`src/rtl/seg_disp_pkg.sv`:
```
// Shared constants and helpers for the seven-segment display blocks.
// Blank masks are computed at a fixed maximum size and narrowed by each caller.
package seg_disp_pkg;

    localparam int DEFAULT_REFRESH_DIV = 100000;

    // Upper bounds for blank_mask(); NUM_DIGITS*DIGIT_W must fit in MAX_VEC_W.
    localparam int MAX_DIGITS  = 32;
    localparam int MAX_DIGIT_W = 8;
    localparam int MAX_VEC_W   = MAX_DIGITS * MAX_DIGIT_W;

    localparam logic [MAX_DIGITS-1:0] ANODE_OFF = '1;

    typedef logic [MAX_DIGITS-1:0] digit_mask_t;
    typedef logic [MAX_VEC_W-1:0]  digit_vec_t;

    // Bit i set when digit i and every digit above it are zero; digit 0 never set.
    function automatic digit_mask_t blank_mask(
        input digit_vec_t digits,
        input int         num_digits,
        input int         digit_w,
        input logic       enable
    );
        digit_mask_t mask;
        digit_vec_t  field_mask;
        logic        all_zero;
        mask       = '0;
        all_zero   = 1'b1;
        field_mask = (digit_vec_t'(1) << digit_w) - digit_vec_t'(1);
        for (int i = MAX_DIGITS - 1; i >= 1; i--) begin
            if (i < num_digits) begin
                all_zero = all_zero && (((digits >> (i * digit_w)) & field_mask) == '0);
                mask[i]  = enable && all_zero;
            end
        end
        return mask;
    endfunction

endpackage

```
`src/rtl/seg_refresh_prescaler.sv`:
```
// Free-running slot prescaler: counts 0..REFRESH_DIV-1 and flags the last
// (tick) and first (slot_first) cycle of every display slot.
module seg_refresh_prescaler
    import seg_disp_pkg::*;
#(
    parameter int REFRESH_DIV = DEFAULT_REFRESH_DIV
) (
    input  logic clk,
    input  logic rst_n,
    output logic tick,
    output logic slot_first
);

    localparam int                CNT_W   = $clog2(REFRESH_DIV);
    localparam logic [CNT_W-1:0]  CNT_MAX = CNT_W'(REFRESH_DIV - 1);

    logic [CNT_W-1:0] pcnt_reg;
    logic [CNT_W-1:0] pcnt_next;

    assign tick       = (pcnt_reg == CNT_MAX);
    assign slot_first = (pcnt_reg == '0);

    always_comb begin
        pcnt_next = pcnt_reg + 1'b1;
        if (tick) begin
            pcnt_next = '0;
        end
    end

    always_ff @(posedge clk or negedge rst_n) begin
        if (!rst_n) begin
            pcnt_reg <= '0;
        end else begin
            pcnt_reg <= pcnt_next;
        end
    end

endmodule

```
`src/rtl/seg_scan_ctrl.sv`:
```
// Multiplexed common-anode scan controller with frame-atomic data commit,
// dead time between slots, per-digit enables and leading-zero blanking.
module seg_scan_ctrl
    import seg_disp_pkg::*;
#(
    parameter int NUM_DIGITS    = 8,
    parameter int DIGIT_W       = 4,
    parameter int REFRESH_DIV   = DEFAULT_REFRESH_DIV,
    parameter int BLANK_LEADING = 1
) (
    input  logic                          clk,
    input  logic                          rst_n,
    input  logic [NUM_DIGITS*DIGIT_W-1:0] digits_in,
    input  logic                          load,
    input  logic [NUM_DIGITS-1:0]         digit_en,
    output logic [DIGIT_W-1:0]            digit_val,
    output logic [NUM_DIGITS-1:0]         anode_n,
    output logic [$clog2(NUM_DIGITS)-1:0] digit_idx,
    output logic                          frame_start
);

    localparam int                     IDX_W      = $clog2(NUM_DIGITS);
    localparam int                     VEC_W      = NUM_DIGITS * DIGIT_W;
    localparam logic [IDX_W-1:0]       LAST_IDX   = IDX_W'(NUM_DIGITS - 1);
    localparam logic [NUM_DIGITS-1:0]  ANODE_IDLE = ANODE_OFF[NUM_DIGITS-1:0];

    logic tick;
    logic slot_first;

    logic [VEC_W-1:0]      shadow_reg,      shadow_next;
    logic [VEC_W-1:0]      active_reg,      active_next;
    logic                  pending_reg,     pending_next;
    logic [IDX_W-1:0]      idx_reg,         idx_next;
    logic [DIGIT_W-1:0]    digit_val_reg,   digit_val_next;
    logic [NUM_DIGITS-1:0] anode_n_reg,     anode_n_next;
    logic                  frame_start_reg, frame_start_next;

    logic                  wrap;
    logic [NUM_DIGITS-1:0] blank_vec;
    logic [NUM_DIGITS-1:0] drive_vec;

    seg_refresh_prescaler #(
        .REFRESH_DIV (REFRESH_DIV)
    ) u_prescaler (
        .clk        (clk),
        .rst_n      (rst_n),
        .tick       (tick),
        .slot_first (slot_first)
    );

    // Load, frame commit and scan index. A load on the wrap tick bypasses
    // shadow so the new frame already shows it.
    always_comb begin
        wrap             = tick && (idx_reg == LAST_IDX);
        shadow_next      = shadow_reg;
        active_next      = active_reg;
        pending_next     = pending_reg;
        idx_next         = idx_reg;
        frame_start_next = wrap;

        if (load) begin
            shadow_next  = digits_in;
            pending_next = 1'b1;
        end

        if (wrap) begin
            if (load) begin
                active_next  = digits_in;
                pending_next = 1'b0;
            end else if (pending_reg) begin
                active_next  = shadow_reg;
                pending_next = 1'b0;
            end
        end

        if (tick) begin
            idx_next = wrap ? '0 : idx_reg + 1'b1;
        end
    end

    assign blank_vec = NUM_DIGITS'(blank_mask(digit_vec_t'(active_next), NUM_DIGITS,
                                              DIGIT_W, BLANK_LEADING != 0));

    for (genvar gi = 0; gi < NUM_DIGITS; gi++) begin : g_drive
        assign drive_vec[gi] = (idx_next == IDX_W'(gi)) && digit_en[gi] && !blank_vec[gi];
    end

    // The cycle after a tick is the dead cycle of the next slot.
    assign anode_n_next   = tick ? ANODE_IDLE : ~drive_vec;
    assign digit_val_next = active_next[int'(idx_next) * DIGIT_W +: DIGIT_W];

    always_ff @(posedge clk or negedge rst_n) begin
        if (!rst_n) begin
            shadow_reg      <= '0;
            active_reg      <= '0;
            pending_reg     <= 1'b0;
            idx_reg         <= '0;
            digit_val_reg   <= '0;
            anode_n_reg     <= ANODE_IDLE;
            frame_start_reg <= 1'b0;
        end else begin
            shadow_reg      <= shadow_next;
            active_reg      <= active_next;
            pending_reg     <= pending_next;
            idx_reg         <= idx_next;
            digit_val_reg   <= digit_val_next;
            anode_n_reg     <= anode_n_next;
            frame_start_reg <= frame_start_next;
        end
    end

    assign digit_val   = digit_val_reg;
    assign anode_n     = anode_n_reg;
    assign digit_idx   = idx_reg;
    assign frame_start = frame_start_reg;

    // Every slot must open with all anodes released.
    a_dead_cycle: assert property (@(posedge clk) disable iff (!rst_n)
        slot_first |-> (anode_n_reg == ANODE_IDLE));

endmodule
```
`config.mk`:
```
export PLATFORM = sky130hd
export DESIGN_NAME = seg_scan_ctrl
export DESIGN_NICKNAME = d
export VERILOG_FILES = /design/src/rtl/seg_disp_pkg.sv /design/src/rtl/seg_refresh_prescaler.sv /design/src/rtl/seg_scan_ctrl.sv
export SDC_FILE = /design/constraint.sdc
export NUM_CORES = 1
export LEC_CHECK = 0
export CAP_MARGIN = 0
export CORE_UTILIZATION = 50
export DETAILED_ROUTE_END_ITERATION = 7
export PLACE_DENSITY = 0.76
export REMOVE_ABC_BUFFERS = 1
export SLEW_MARGIN = 20
export SYNTH_ARGS = -nofsm -noshare
export SYNTH_HDL_FRONTEND = slang
export SYNTH_SLANG_ARGS = --single-unit
```
`constraint.sdc`:
```
create_clock -name clk -period 2.5 [get_ports clk]
set_clock_uncertainty 0.2 [all_clocks]
set_input_delay 0.375 -clock clk [delete_from_list [all_inputs] [get_ports clk]]
set_output_delay 0.375 -clock clk [all_outputs]
set_load 0.02 [all_outputs]
```
==> results.txt <==
Outcome - complete, but fails checks
Failing checks - negative setup slack
Psw - 740 uW
Hold Path Class - reg2reg
Global-route wire length before repair - 17600 microns
Grt ovf - 0
Synth Flop Type - dfrtp_1
I/O Buffers - 58
Detailed Place HPWL - 8220 microns
Yosys cell types - 50
Max-slew headroom - 58.6%
# IOs - 59
Max Slew Vio Count - 0
Antenna Nets Post-Route - 0
Power Internal - 2.15 mW
Vias in the first global route - 3483
H-Tree Depth - 3
DR vias - 3656
Comb pwr share - 9.0%
All-Layer GR Usage - 25.6%
CP Capture Type - register
DRC viols - 0
CP Launch Type - register
Cell Chain, Critical Path - nor4b_2 > and4_4 > nand3b_4 > buf_12 > mux2i_4 > inv_2 > or4_4 > o2111ai_2
Leakage power - 2.93 nW
Row count - 34
RSZ-0062 raised after global routing - yes
Max_cap viols - 0
Mapped Cells - 385
Drt first pass iters - 5
Drt initial violations - 375
CP max FO - 7
Crit Path Class - reg2reg
Area Growth Syn to Fin - 37.1%
Power Total - 2.89 mW
Seq pwr share - 57.4%
Final setup vio count - 3
Register area share after synthesis - 55.1%
Area of the multi-input gates - 2030 sq um
Most frequent cells in the layout - dfrtp_1 (90), buf_4 (72), clkdlybuf4s50_1 (56)
Fillers - 616
Ant. Diodes - 0
Post-DR wirelength/cell - 19.0 microns
CTS tree - yes
Synth top area cells - dfrtp_1 (50%), mux2_2 (6.3%), mux2i_1 (4.9%)
Initial antenna violation count - 0
Post-synth top area cell - dfrtp_1
WP data arrival - 2.69 ns
Core outline area - 8680 sq um
Die H - 96.5 microns
FF/Latch Area - 2460 sq um
Syn_area_per_cell - 11.6 sq um
Initial Util - 51.5%
CP max-delay cell - or4_4
F_max - 387 MHz
Routability cong. - 0.923
Synth top area share - 50.4%
CP required - 2.60 ns
CTS Buffer Depth - 2
Sw frac - 25.6%
Num CTS Buffers - 9
Fin worst setup slack - -0.0835 ns
Post-synth EDFFs - 0
Final hold violations - 0
CTS clk-pin slew, worst paths - 0.11 ns
CP top delay family - simple AND/OR/NAND/NOR gates
Routed wire length - 12100 microns
Worst Max-Slew Pin Slew - 0.615 ns
Pwr/cell area - 472 nW/um^2
#FFs+latches synth - 98
Peak supply drop - 0.517 mV
Root Buffer - clkbuf_8
Die area - 9320 sq um
Layout cells sized above 1 - 32.5%
Final period util - 103%
CP max stage delay - 0.53 ns
Worst-skew pair later-pin latency - 0.38 ns
Synth warn - 0
Pin count of the biggest net entering global routing - 44
Drt via density - 5.77
DIE WIDTH - 96.5 microns
Final min period - 2.58 ns
Worst hold slack - 0.305 ns
Clk pwr share - 33.6%
Most common cell after layout, fill and taps aside - dfrtp_1
Nets - 567
Netlist Area Pre-Place - 4470 sq um
CP Buf/Inv Count - 2
Asr flop ratio synth - 100%
CTS sink cnt - 98
[metrics by stage]
stage                     worst slack, ns  instance area (sq um)  std cells  util [%]    TNS, ns
after detailed placement           -0.113                   5620        602      64.8     -0.308
after floorplan                    -0.292                   4410        372         -     -0.876
final                             -0.0835                   6130        634      70.6     -0.140
after global placement            -0.0564                   5620        602      64.8    -0.0777
after global routing               -0.144                   6130        634      70.6     -0.509
after CTS                       -0.000219                   5830        620      67.2  -0.000219
[worst register-to-register path, cell delays in order, from the launching register on]
cell	delay, ns
dfrtp_1	0.41
nor4b_2	0.34
and4_4	0.30
nand3b_4	0.13
buf_12	0.17
mux2i_4	0.18
inv_2	0.06
or4_4	0.53
o2111ai_2	0.20
[synth_stat cells, types with 6 or more instances]
master,n
a22oi_1,10
a32oi_1,6
and3_1,7
buf_2,6
dfrtp_1,90
dfstp_2,8
inv_1,17
mux2_1,13
mux2_2,25
mux2i_1,22
nand2_1,28
nand3_1,13
nor2_1,24
nor4_1,8
o21ai_0,12
xnor2_1,7
xor2_1,8
[path summary, 6_finish.rpt]
kind | slack, ns | end | from | cells after the start
hold / removal | 0.30 | shadow_reg[3] | shadow_reg[3] | 1
max in group asynchronous | 1.01 | anode_n[7] | rst_n | 3
min in group asynchronous | 0.32 | shadow_reg[18] | rst_n | 2
hold reg to reg | 0.30 | shadow_reg[3] | shadow_reg[3] | 1
setup reg to reg | -0.08 | anode_n[1] | u_prescaler.pcnt_reg[8] | 8
setup / recovery | -0.08 | anode_n[1] | u_prescaler.pcnt_reg[8] | 8
[logic make-up (layout without fill, tap and decap cells)]
logic type                 after synthesis  count (layout)  synth area share, %
DFF                                     98              98                 55.1
xor gates and xnor gates                15              15                 2.94
buffers and inverters                   33             174                 3.02
and+or+nand+nor                        116             116                 14.1
adders and majority gates                3               3                0.840
AOI/OAI and AO/OA                       59              59                 9.10
muxes                                   61              61                 14.8
[per-layer routing]
layer	GRT usage, %	vias up	part of all wire (%)
li1	-	1668	-
met1	35.1	1818	41
met2	40.8	140	50
met3	5.09	30	7.1
met4	8.70	0	2.1
met5	0	-	0
[power groups by stage]
stage          sequential [mW]  clock, mW  combinational [mW]
6_report                  1.66      0.973               0.260
4_1_cts                   1.66      0.968               0.256
3_3_place_gp              1.69          0               0.248
3_5_place_dp              1.69          0               0.253
2_1_floorplan             1.68          0              0.0891
5_1_grt                   1.67       1.04               0.284
[area by class of cell]
cell class	count	area share, %
Sequential cell	98	40.2
Multi-Input combinational cell	254	33.2
Tap cell	108	2.21
Inverter	20	1.31
Clock buffer	10	2.08
Clock inverter	6	0.837
Timing Repair Buffer	138	20.2
[timing repair]
| action | in CTS | in global routing |
|---|---|---|
| hold buffers | 1 | 0 |
| gates resized for setup | 5 | 45 |
| hold endpoints to repair | 37 | 0 |
| pin swaps | 0 | 17 |
| buffers inserted | 1 | 13 |
| gates cloned | 0 | 1 |
| endpoints found under the setup margin | 5 | 7 |
(Power assumes the default switching activity.)
